$ cat src/rtl/led_frame_ctrl.sv
// Double-buffered 4x8 frame store for the LED matrix driver.
// Two requesters fill the back buffer, and a commit copies it to the front buffer at a frame boundary.
module led_frame_ctrl #(
    parameter int FRAME_CYCLES = 4096
) (
    input  logic       clk12MHz,
    input  logic       rst_n,
    input  logic       a_valid,
    output logic       a_ready,
    input  logic [1:0] a_row,
    input  logic [7:0] a_data,
    input  logic       b_valid,
    output logic       b_ready,
    input  logic [1:0] b_row,
    input  logic [7:0] b_data,
    input  logic       commit,
    output logic       commit_pending,
    output logic       swapped,
    output logic       frame_start,
    output logic [7:0] leds1,
    output logic [7:0] leds2,
    output logic [7:0] leds3,
    output logic [7:0] leds4
);

    localparam int CW = (FRAME_CYCLES > 1) ? $clog2(FRAME_CYCLES) : 1;
    localparam logic [CW-1:0] LAST = CW'(FRAME_CYCLES - 1);

    logic [CW-1:0] counter;
    logic          last_grant;  // 0 = A, 1 = B
    logic [7:0]    back [4];
    logic          wr_en;
    logic [1:0]    wr_row;
    logic [7:0]    wr_data;
    logic          copy;

    // Back buffer is frozen while a commit waits, so the copied frame is exactly what was committed.
    always_comb begin
        a_ready = 1'b0;
        b_ready = 1'b0;
        if (!commit_pending) begin
            a_ready = a_valid && (!b_valid || last_grant);
            b_ready = b_valid && (!a_valid || !last_grant);
        end
    end

    always_comb begin
        wr_en   = a_ready || b_ready;
        wr_row  = a_ready ? a_row  : b_row;
        wr_data = a_ready ? a_data : b_data;
    end

    assign copy        = commit_pending && (counter == LAST);
    assign frame_start = (counter == '0);

    always_ff @(posedge clk12MHz) begin
        if (!rst_n) begin
            counter        <= '0;
            last_grant     <= 1'b1;
            commit_pending <= 1'b0;
            swapped        <= 1'b0;
            leds1          <= '0;
            leds2          <= '0;
            leds3          <= '0;
            leds4          <= '0;
            for (int i = 0; i < 4; i++) back[i] <= '0;
        end else begin
            counter <= (counter == LAST) ? '0 : counter + 1'b1;
            swapped <= copy;
            if (wr_en) begin
                back[wr_row] <= wr_data;
                last_grant   <= b_ready;
            end
            if (copy)
                commit_pending <= 1'b0;
            else if (commit)
                commit_pending <= 1'b1;
            if (copy) begin
                leds1 <= back[0];
                leds2 <= back[1];
                leds3 <= back[2];
                leds4 <= back[3];
            end
        end
    end

endmodule
$ cat config.mk
export PLATFORM = sky130hd
export DESIGN_NAME = led_frame_ctrl
export DESIGN_NICKNAME = d
export VERILOG_FILES = /design/src/rtl/led_frame_ctrl.sv
export SDC_FILE = /design/constraint.sdc
export NUM_CORES = 1
export LEC_CHECK = 0
export ABC_AREA = 1
export CAP_MARGIN = 30
export CORE_UTILIZATION = 40
export DETAILED_ROUTE_END_ITERATION = 16
export GPL_TIMING_DRIVEN = 0
export PLACE_DENSITY = 0.71
export SYNTH_ARGS = -nofsm -noshare
export SYNTH_HDL_FRONTEND = slang
export SYNTH_SLANG_ARGS = --single-unit
$ cat constraint.sdc
create_clock -name clk12MHz -period 3.3 [get_ports clk12MHz]
set_clock_uncertainty 0.1 [all_clocks]
set_input_delay 0.99 -clock clk12MHz [delete_from_list [all_inputs] [get_ports clk12MHz]]
set_output_delay 0.99 -clock clk12MHz [all_outputs]
set_load 0.02 [all_outputs]
Yosys cells after proc, flatten, opt, wreduce, memory -nomap -nowiden. Memories as Yosys holds them, arrays and structs flattened. A register that Yosys moved wholly into a read port is not among the register bits. Cells that the tools add are included.

Bits in registers: 15. RAM bits: 32. Output and inout bits: 37. Logic and storage cells: 36. Memories kept: 1.

Memory list: back (words 4, width 8, rd ports 4, clocked after Yosys merged registers in 4, wr ports 4, RTL line 31) `logic [7:0] back [4];`.

$add $sub $neg: 1. Equal/unequal tests: 1. Multiplexer cells: 11. Bitwise logic cells: 1. Reduce and logical (&&, ||, !) cells: 17.

Operator list (number): $mux 8 (2); $add 12x1->12 const B (1); $eq 12x12->1 const B (1); $logic_not 12->1 (1); $reduce_or 8->1 (1); $logic_not 1->1 (7); $mux 1 (7); $mux 2 (2); $reduce_or 2->1 (2); $logic_and 1x1->1 (3); $logic_or 1x1->1 (3); $not 1->1 (1).

Depth between registers and ports, before layout. Gate-level depths: netlist of run 1.

Depth after elaboration: 10. Depth in mapped cells: 8. Mapped depth without buffers: 8.

Worst setup path before layout of run 1. OpenSTA, ideal clock, no wires.

Path type: input-to-output. Start: in a_valid. End: out a_ready. Data arrival time: 1.376 ns. Data required time: 2.210 ns. Setup slack: 0.834 ns. Cell stages on the path: 3. Cell sequence: nand2_1 > nor2_2 > buf_4.

Word-level cells in the longest chain between the ends: 2.

RTL lines: from (decl) (RTL line 8) `input logic a_valid,`; $logic_and 1x1->1 (RTL line 42) `a_ready = a_valid && (!b_valid || last_grant);`; $mux 1 (RTL line 41) `if (!commit_pending) begin`; to (decl) (RTL line 9) `output logic a_ready,`.

Every way passes these cells.

Final worst setup path of run 1.
Start: in b_valid. End: out a_ready.

Word-level cells in the longest chain between the ends: 4.

RTL lines: from (decl) (RTL line 12) `input logic b_valid,`; $logic_not 1->1 (RTL line 42); $logic_or 1x1->1 (RTL line 42); $logic_and 1x1->1 (RTL line 42); $mux 1 (RTL line 41).

Every way passes these cells.

==> results of run 1 <==
## layout make-up
type                    count  area (um2)  area share (%)
multi-input cells         243        1270            29.1
clock buffers              11         131            3.02
well taps                 105         131            3.02
flip-flops and latches     79        1900            43.8
repair buffers             61         598            13.8
plain buffers              21         189            4.35
clock inverters             5        50.0            1.15
inverters                  21        78.8            1.81
## cell usage after synthesis (4+ instances only)
library cell               number  share of area, %
sky130_fd_sc_hd__nand2_1       65               7.1
sky130_fd_sc_hd__nor2_1        56               6.1
sky130_fd_sc_hd__dfxtp_1       47                27
sky130_fd_sc_hd__nand3_1       40               5.8
sky130_fd_sc_hd__nand4_1       34               6.2
sky130_fd_sc_hd__edfxtp_1      32                28
sky130_fd_sc_hd__inv_1         18               2.0
sky130_fd_sc_hd__buf_6          9               3.0
sky130_fd_sc_hd__o21ai_2        8               2.0
sky130_fd_sc_hd__or2_0          6               1.1
sky130_fd_sc_hd__xor2_1         5               1.3
sky130_fd_sc_hd__buf_4          4              0.87
## what timing repair did
item,in CTS,in global routing
gates resized for setup,6,2
pin swaps,1,1
cloned,0,0
buffers inserted,0,1
hold endpoints to repair,0,0
setup endpoints to repair,2,1
## stage by stage
step                hold WS [ns]  utilization [%]
CTS                        0.372             52.6
floorplan                  0.352                -
global placement           0.361             50.4
global route               0.389             52.6
finish                     0.367             52.6
detailed placement         0.361             50.4
## layer usage
metal,GRT usage [%],vias to the layer above,part of all wire (%)
met5,0,-,0
met4,6.82,0,1.6
met3,3.14,10,5.6
met2,29.7,76,47
met1,24.5,1275,45
li1,-,1375,-
## logic make-up (layout without fill, tap and decap cells)
group           after synthesis  after routing  synth area share, %
simple gates                219            219                 31.3
flops                        79             79                 55.4
buf+inv                      42            119                 7.69
compound gates               16             16                 3.35
xor+xnor                      6              6                 1.53
fa+ha+maj                     2              2                0.729
## sequential cells by signal, summed over array words and instances, names as in the netlist
name            flops
commit_pending      1
counter            12
leds3               8
last_grant          1
swapped             1
leds1               8
leds4               8
leds2               8
back               32
## power by group through the flow
stage | logic [uW] | registers, uW | clock network [uW]
6_report | 180 | 1060 | 679
5_1_grt | 197 | 1060 | 728
4_1_cts | 180 | 1060 | 683
3_5_place_dp | 180 | 1080 | 0
3_3_place_gp | 175 | 1080 | 0
2_1_floorplan | 107 | 1080 | 0
## final timing paths
check	startpoint	endpoint	slack [ns]	cells past startpoint
max	b_valid	a_ready	0.06	6
min	leds4[0]$_SDFFE_PN0P_	leds4[0]$_SDFFE_PN0P_	0.37	2
max reg2reg	commit_pending$_SDFFE_PP0P_	back[0][7]$_SDFFCE_PN0P_	1.24	8
min reg2reg	leds4[0]$_SDFFE_PN0P_	leds4[0]$_SDFFE_PN0P_	0.37	2
## worst max-delay path, stage by stage
cell                              delay (ns)
sky130_fd_sc_hd__clkdlybuf4s50_1        0.50
sky130_fd_sc_hd__inv_1                  0.08
sky130_fd_sc_hd__nor2_1                 0.05
sky130_fd_sc_hd__nor2_2                 0.17
sky130_fd_sc_hd__buf_6                  0.18
sky130_fd_sc_hd__buf_2                  0.18
==> results.rst, run 1 <==
.. list-table::
   :header-rows: 1

   * - Metric
     - Value
   * - Result of the run
     - complete, no violations
   * - Setup TNS
     - 0 ns
   * - Detail-routed net length per standard cell
     - 13.9 um
   * - Worst-path fanout max
     - 10
   * - Net count after synthesis
     - 391
   * - Reg power frac
     - 55.3%
   * - Period minus WS final
     - 3.24 ns
   * - Number of enable-type register cells in the synthesized netlist
     - 32
   * - Most frequent cells in the layout
     - 65 x sky130_fd_sc_hd__nand2_1, 58 x sky130_fd_sc_hd__clkdlybuf4s50_1, 56 x sky130_fd_sc_hd__nor2_1
   * - Clock slew at reported path FFs
     - 0.07 ns
   * - Critical Path Start Type
     - input pin
   * - Synth-to-Final Area Change
     - 26.6%
   * - Drt pass-1 iters
     - 4
   * - Worst vdd ir
     - 0.232 mV
   * - Clock power frac
     - between 30 and 40%
   * - 1st-iter DRT viols
     - between 150 and 200
   * - All-layer global routing usage
     - 18.3%
   * - Inserted Clock Buffers
     - 9
   * - Total of max-cap violations
     - 0
   * - Number of pins exceeding their max-slew limit in the final report
     - 0
   * - Crit path DAT
     - around 2.2 ns
   * - Root buf cell
     - sky130_fd_sc_hd__clkbuf_8
   * - Number of nets still failing antenna checks after routing
     - 0
   * - Post-synthesis register bit count
     - just under 80
   * - Global-route wire length before repair
     - 12,400 um
   * - Maximum number of pins on one net before global-route repair
     - 14
   * - Residual DRC count
     - 0
   * - Global placement routability congestion
     - slightly below 0.8
   * - Initial Util
     - about 42%
   * - Floorplan core area
     - 8260 um2
   * - Kind of end point of the critical path
     - primary output
   * - Number of antenna violations at the first check in global routing
     - 0
   * - Top-Level Pins
     - 62
   * - Power per Cell Area
     - between 400 and 500 nW/um2
   * - Switching Fraction
     - 23.7%
   * - Antenna diode count
     - 0
   * - Total wire length after detailed routing
     - between 7000 and 8000 um
   * - Share of the yosys chip area belonging to registers
     - 55.4%
   * - Synthesized area per cell
     - ~9.4 um2
   * - Post-synthesis instance area
     - around 3400 um2
   * - Most common library cell in the layout ignoring fill and taps
     - sky130_fd_sc_hd__nand2_1
   * - Net Switching
     - 456 uW
   * - Die footprint
     - ~9000 um2
   * - Post-layout instance count excluding filler cells
     - 546
   * - Hold Fails Final Rpt
     - 0
   * - CTS tree
     - yes
   * - Vias in the first global route
     - between 2k and 3k
   * - Grt total ovfl
     - 0
   * - Gate Count Post-Synth
     - 364
   * - F_max
     - 308 MHz
   * - Count of placed standard cells including taps
     - ~530
   * - Number of unique standard cell types used by synthesis
     - 32
   * - Critical path required time
     - 2.21 ns
   * - Sum of net half-perimeters after detailed placement
     - 5660 um
   * - Max H-tree Level
     - 3
   * - Dpl cell area
     - 4160 um2
   * - Nets
     - 463
   * - Type of the tightest min-delay check
     - flop to flop
   * - Critical path start-end classification
     - input pin to primary output
   * - Number of vias in the routed layout
     - 2,736
   * - Non-Filler Cell Area, Final
     - approximately 4300 um2
   * - Worst skew pair latency
     - 0.34 ns
   * - Row count
     - 33
   * - Internal power component
     - 1470 uW
   * - PortBufs
     - 60
   * - YS warnings
     - 0
   * - Layout filler cell count
     - 743
   * - Overall die height
     - around 95 um
   * - Period utilisation layout
     - between 90% and 100%
   * - Setup slack after placement
     - -0.395 ns
   * - Final setup violation count
     - 0
   * - Primary FF master, synth
     - sky130_fd_sc_hd__dfxtp_1
   * - Post-layout worst setup margin
     - around 0.06 ns
   * - Share of post-route cells with drive strength above 1
     - 13.4%
   * - RSZ-0062 raised after global routing
     - no
   * - Die extent in x
     - 94.6 um
   * - Number of sinks on the clock net
     - 79
   * - Max_slew headroom
     - 68.8%
   * - Tightest Pin Transition
     - 0.468 ns
   * - Maximum clock path buffer count
     - 2
   * - Total power of the final layout
     - approximately 1900 uW
   * - Leakage power summed over all cells
     - roughly 0.0018 uW
   * - Post-synthesis async set-or-reset flop share
     - 0%
   * - Number of buffers inserted for hold repair after clock tree synthesis
     - 0
   * - Per-cell via count in the routed design
     - 5.01
   * - Share of power burned in combinational logic
     - a little under a tenth
No activity file was read; power rests on OpenSTA's default activity.
==> run 2, diff against run 1 <==
--- a/config.mk
+++ b/config.mk
@@ -7,6 +7,7 @@
 export LEC_CHECK = 0
 export ABC_AREA = 1
 export CAP_MARGIN = 30
+export CORE_MARGIN = 2
 export CORE_UTILIZATION = 40
 export DETAILED_ROUTE_END_ITERATION = 16
 export GPL_TIMING_DRIVEN = 0
==> results.rst, run 2 (synthesized netlist as in run 1, its figures left out) <==
.. list-table::
   :header-rows: 1

   * - Metric
     - Value
   * - Critical Path Start Type
     - input pin
   * - Reg-to-Reg Start
     - commit_pending$_SDFFE_PP0P_
   * - Global placement routability congestion
     - slightly above 0.8
   * - Worst-path fanout max
     - 10
   * - Total wire length after detailed routing
     - between 8000 and 9000 um
   * - F_max
     - 311 MHz
   * - Root buf cell
     - sky130_fd_sc_hd__clkbuf_8
   * - Slowest CP cell
     - sky130_fd_sc_hd__clkdlybuf4s50_1
   * - Net Switching
     - 475 uW
   * - Crit path DAT
     - 2.12 ns
   * - Post-layout utilization of the core
     - 54.0%
   * - Die extent in x
     - 96.6 um
   * - Drt pass-1 iters
     - 4
   * - Number of buffers inserted for hold repair after clock tree synthesis
     - 0
   * - Grt total ovfl
     - 0
   * - Power per Cell Area
     - 471 nW/um2
   * - Internal power component
     - 1630 uW
   * - Number of vias in the routed layout
     - 2,818
   * - Antenna diode count
     - 0
   * - Synth-to-Final Area Change
     - 29.8%
   * - Number of buffer and inverter instances along the worst setup path
     - 3
   * - Hold Fails Final Rpt
     - 0
   * - Most frequent cells in the layout
     - 65 x sky130_fd_sc_hd__nand2_1, 57 x sky130_fd_sc_hd__clkdlybuf4s50_1, 56 x sky130_fd_sc_hd__nor2_1
   * - Number of nets still failing antenna checks after routing
     - 0
   * - Critical hold path startpoint
     - leds3[7]$_SDFFE_PN0P_
   * - Inserted Clock Buffers
     - 9
   * - Switching Fraction
     - 22.6%
   * - Tightest Pin Transition
     - 0.490 ns
   * - Sum of net half-perimeters after detailed placement
     - 5800 um
   * - Initial Util
     - 41.6%
   * - Number of pins exceeding their max-slew limit in the final report
     - 0
   * - Regs by FF count
     - back: 32 flops, counter: 12 flops
   * - All-layer global routing usage
     - 18.0%
   * - Top delay family on crit path
     - buffers and inverters
   * - Setup slack after placement
     - -0.381 ns
   * - Share of power burned in combinational logic
     - 9.1%
   * - Final setup violation count
     - 0
   * - Result of the run
     - complete, no violations
   * - PortBufs
     - 60
   * - Detail-routed net length per standard cell
     - 14.6 um
   * - Critical path start-end classification
     - input pin to primary output
   * - Nets
     - 470
   * - Flip-flop count of the largest register after layout
     - 32
   * - Leakage power summed over all cells
     - 0.00186 uW
   * - Residual DRC count
     - 0
   * - Floorplan core area
     - slightly above 8000 um2
   * - Period minus WS final
     - 3.21 ns
   * - Total power of the final layout
     - 2100 uW
   * - Maximum number of pins on one net before global-route repair
     - 14
   * - Cell-by-cell trace of the critical path
     - clkdlybuf4s50_1 > nand2_1 > nor2_2 > buf_6 > buf_2
   * - Worst vdd ir
     - ~0.23 mV
   * - Tightest hold margin
     - 0.373 ns
   * - Vias in the first global route
     - 2,778
   * - Overall die height
     - 96.6 um
   * - Number of sinks on the clock net
     - a little under 80
   * - Per-cell via count in the routed design
     - 5.10
   * - CTS tree
     - yes
   * - Largest stage delay, worst path
     - between 0.5 and 0.6 ns
   * - Most common library cell in the layout ignoring fill and taps
     - sky130_fd_sc_hd__nand2_1
   * - Kind of end point of the critical path
     - primary output
   * - Post-layout worst setup margin
     - 0.0855 ns
   * - 1st-iter DRT viols
     - around 150
   * - Share of post-route cells with drive strength above 1
     - 15.2%
   * - Critical path required time
     - 2.21 ns
   * - Maximum clock path buffer count
     - 2
   * - Max_slew headroom
     - 67.3%
   * - Clock power frac
     - 40.3%
   * - Number of antenna violations at the first check in global routing
     - 0
   * - Worst skew pair latency
     - 0.34 ns
   * - Startpoint of the most critical setup path
     - a_valid
   * - Die footprint
     - just over 9000 um2
   * - Row count
     - 33
   * - Clock slew at reported path FFs
     - 0.08 ns
   * - Total of max-cap violations
     - 0
   * - Top-Level Pins
     - 62
   * - Reg power frac
     - 50.6%
   * - Layout filler cell count
     - 747
   * - Type of the tightest min-delay check
     - flop to flop
   * - Largest reg by FF count
     - back
   * - Period utilisation layout
     - 97.4%
   * - Max H-tree Level
     - 3
   * - Global-route wire length before repair
     - 13,600 um
   * - RSZ-0062 raised after global routing
     - no
[run 2: worst min-delay path: cells and delay by family (launching register included)]
kind	cells	cell delay, ns
and+or+nand+nor	2	0.12
DFF	1	0.32
[run 2: through the flow]
step                TNS, ns  cell area, um2  cells
floorplan                 0            3430    364
global placement     -0.518            4160    529
detailed placement   -0.624            4160    529
CTS                       0            4460    553
global route              0            4460    553
finish                    0            4460    553
[run 2: final timing paths]
kind | endpoint | slack, ns | depth (start not counted)
hold / removal | leds3[7]$_SDFFE_PN0P_ | 0.37 | 2
setup / recovery | a_ready | 0.09 | 5
setup reg to reg | back[2][1]$_SDFFCE_PN0P_ | 1.23 | 8
hold reg to reg | leds3[7]$_SDFFE_PN0P_ | 0.37 | 2
[run 2: power groups by stage]
stage	sequential [uW]	combinational [uW]	clock, uW
after floorplan	1080	107	0
after global placement	1080	175	0
after detailed placement	1090	180	0
after CTS	1060	189	852
after global routing	1070	208	895
final	1060	190	846
[run 2: layout make-up]
cell class	instances	area, um2	area share, %
Tap cell	105	131	2.95
Clock buffer	9	124	2.78
Buffer	21	189	4.24
Inverter	21	78.8	1.77
Clock inverter	7	111	2.50
Sequential cell	79	1900	42.7
Timing Repair Buffer	68	653	14.7
Multi-Input combinational cell	243	1270	28.4
[run 2: metal layers]
metal  global-route usage, %  vias up  share of wire [%]
met4                    7.58        0                2.5
li1                        -     1399                  -
met5                       0        -                  0
met2                    29.2       97                 48
met3                    3.97       15                5.5
met1                    23.2     1307                 44
[run 2: repair_timing]
action,CTS,global route
resized for setup,7,2
setup buffers,8,0
setup endpoints to repair,2,2
pin swaps,1,1
==> run 3, diff against run 2 <==
--- a/config.mk
+++ b/config.mk
@@ -8,10 +8,10 @@
 export ABC_AREA = 1
 export CAP_MARGIN = 30
 export CORE_MARGIN = 2
-export CORE_UTILIZATION = 40
+export CORE_UTILIZATION = 30
 export DETAILED_ROUTE_END_ITERATION = 16
 export GPL_TIMING_DRIVEN = 0
-export PLACE_DENSITY = 0.71
+export PLACE_DENSITY = 0.58
 export SYNTH_ARGS = -nofsm -noshare
 export SYNTH_HDL_FRONTEND = slang
 export SYNTH_SLANG_ARGS = --single-unit
==> results.rst, run 3 (synthesized netlist as in run 1, its figures left out) <==
.. list-table::
   :header-rows: 1

   * - Metric
     - Value
   * - Result of the run
     - complete, no violations
   * - Startpoint of the most critical setup path
     - b_valid
   * - Top delay family on crit path
     - buffers and inverters
   * - Row count
     - 39
   * - Most frequent cells in the layout
     - 65 x sky130_fd_sc_hd__nand2_1, 58 x sky130_fd_sc_hd__clkdlybuf4s50_1, 55 x sky130_fd_sc_hd__nor2_1
   * - Grt total ovfl
     - 0
   * - Per-cell via count in the routed design
     - 4.56
   * - Reg-to-Reg Start
     - commit_pending$_SDFFE_PP0P_
   * - Cell count along the critical path
     - 6
   * - Initial Util
     - 30.4%
   * - Post-layout utilization of the core
     - 40.2%
   * - Reg2Reg Setup Slack
     - 1.31 ns
   * - Regs by FF count
     - back: 32 flops, counter: 12 flops
   * - Hold Fails Final Rpt
     - 0
   * - Number of buffer and inverter instances along the worst setup path
     - 4
   * - Floorplan core area
     - 11,300 um2
   * - Total wire length after detailed routing
     - 7880 um
   * - Cell-by-cell trace of the critical path
     - clkdlybuf4s50_1 > inv_1 > nor2_2 > nor2_4 > buf_6 > clkdlybuf4s15_2
   * - Type of the tightest min-delay check
     - flop to flop
   * - Die extent in x
     - ~110 um
   * - Total power of the final layout
     - 2220 uW
   * - Inserted Clock Buffers
     - 9
   * - Power per Cell Area
     - 491 nW/um2
   * - Clock slew at reported path FFs
     - 0.06 ns
   * - Largest reg by FF count
     - back
   * - Flip-flop count of the largest register after layout
     - 32
   * - Drt pass-1 iters
     - 4
   * - Leakage power summed over all cells
     - ~0.0019 uW
   * - Worst vdd ir
     - 0.271 mV
   * - Worst-path fanout max
     - 4
   * - Slowest CP cell
     - sky130_fd_sc_hd__clkdlybuf4s50_1
   * - Root buf cell
     - sky130_fd_sc_hd__clkbuf_16
   * - Largest stage delay, worst path
     - roughly 0.55 ns
   * - 1st-iter DRT viols
     - about 180
   * - Tightest hold margin
     - 0.371 ns
   * - Number of antenna violations at the first check in global routing
     - 0
   * - Crit path DAT
     - 2.15 ns
   * - Non-Filler Cell Area, Final
     - 4530 um2
   * - Tightest Pin Transition
     - roughly 0.52 ns
   * - Synth-to-Final Area Change
     - 31.9%
   * - Kind of end point of the critical path
     - primary output
   * - Residual DRC count
     - 0
   * - Die footprint
     - 12,300 um2
   * - Sum of net half-perimeters after detailed placement
     - 6030 um
   * - Global-route wire length before repair
     - 12,900 um
   * - Depth of the most critical reg-to-reg path
     - 6
   * - Vias in the first global route
     - 2,654
   * - RSZ-0062 raised after global routing
     - no
   * - Dpl cell area
     - roughly 4200 um2
   * - Post-layout instance count excluding filler cells
     - 584
   * - Critical path start-end classification
     - input pin to primary output
   * - Top-Level Pins
     - 62
   * - F_max
     - 308 MHz
   * - Period utilisation layout
     - 98.3%
   * - Nets
     - 463
   * - CTS tree
     - yes
   * - Global placement routability congestion
     - around 0.8
   * - Number of pins exceeding their max-slew limit in the final report
     - 0
   * - Period minus WS final
     - approximately 3.2 ns
   * - Overall die height
     - 111 um
   * - Critical path required time
     - 2.21 ns
   * - Max H-tree Level
     - 3
   * - Critical Path Start Type
     - input pin
   * - Total of max-cap violations
     - 0
   * - Endpoint of the most critical register-to-register path
     - back[1][5]$_SDFFCE_PN0P_
   * - Number of vias in the routed layout
     - ~2.7k
   * - Max_slew headroom
     - between 60% and 70%
   * - Final setup violation count
     - 0
   * - Number of sinks on the clock net
     - just under 80
   * - Critical Path Sink
     - a_ready
   * - Antenna diode count
     - 0
   * - Maximum number of pins on one net before global-route repair
     - 15
   * - Detail-routed net length per standard cell
     - 13.5 um
   * - Count of placed standard cells including taps
     - 567
   * - Most common library cell in the layout ignoring fill and taps
     - sky130_fd_sc_hd__nand2_1
   * - PortBufs
     - 60
   * - Number of nets still failing antenna checks after routing
     - 0
   * - Share of post-route cells with drive strength above 1
     - 14.5%
   * - All-layer global routing usage
     - 13.2%
   * - Maximum clock path buffer count
     - 2
   * - Worst skew pair latency
     - 0.34 ns
-- run 3: how the worst min path moves through the flow --
| stage | from | slack (ns) | cells past startpoint | end |
|---|---|---|---|---|
| after floorplan | counter[0]$_SDFF_PP0_ | 0.35 | 1 | counter[0]$_SDFF_PP0_ |
| after global placement | leds4[4]$_SDFFE_PN0P_ | 0.36 | 2 | leds4[4]$_SDFFE_PN0P_ |
| after detailed placement | leds2[0]$_SDFFE_PN0P_ | 0.36 | 2 | leds2[0]$_SDFFE_PN0P_ |
| after CTS | leds4[4]$_SDFFE_PN0P_ | 0.38 | 2 | leds4[4]$_SDFFE_PN0P_ |
| after global routing | leds3[2]$_SDFFE_PN0P_ | 0.40 | 2 | leds3[2]$_SDFFE_PN0P_ |
| final | leds4[7]$_SDFFE_PN0P_ | 0.37 | 2 | leds4[7]$_SDFFE_PN0P_ |
-- run 3: worst register-to-register path, delay by kind of cell (launching register included) --
family                 cells  cell delay, ns
AND/OR/NAND/NOR            3            0.93
AO/OA/AOI/OAI              1            0.06
buffers and inverters      2            0.24
flip-flops                 1            0.33
-- run 3: layer usage --
layer	part of all wire, %	vias to the layer above	track usage (%)
met5	0	-	0
met4	1.4	0	4.67
met3	4.3	8	3.23
met2	47	57	22.0
met1	47	1227	16.8
li1	-	1373	-
-- run 3: layout make-up --
type                            count  area (um2)
Sequential cell                    79        1900
Clock buffer                       11         264
Inverter                           21        78.8
Tap cell                          143         179
Fill cell                        1138        6740
Timing Repair Buffer               61         604
Buffer                             21         189
Clock inverter                      5        37.5
Multi-Input combinational cell    243        1270
-- run 3: through the flow --
step | TNS [ns] | setup WS (ns)
CTS | 0 | 0.0185
finish | 0 | 0.0567
global route | 0 | 0.00831
global placement | -0.575 | -0.373
floorplan | 0 | 0.834
detailed placement | -0.621 | -0.390
-- run 3: power by group --
group	switching, uW	internal (uW)	total (uW)
clock network	399	580	979
registers	13.9	1050	1060
logic	106	73.1	179
-- run 3: timing repair --
item,CTS,global route
endpoints found under the setup margin,2,2
buffers inserted,1,0
hold buffers,0,0
gates resized for setup,6,3
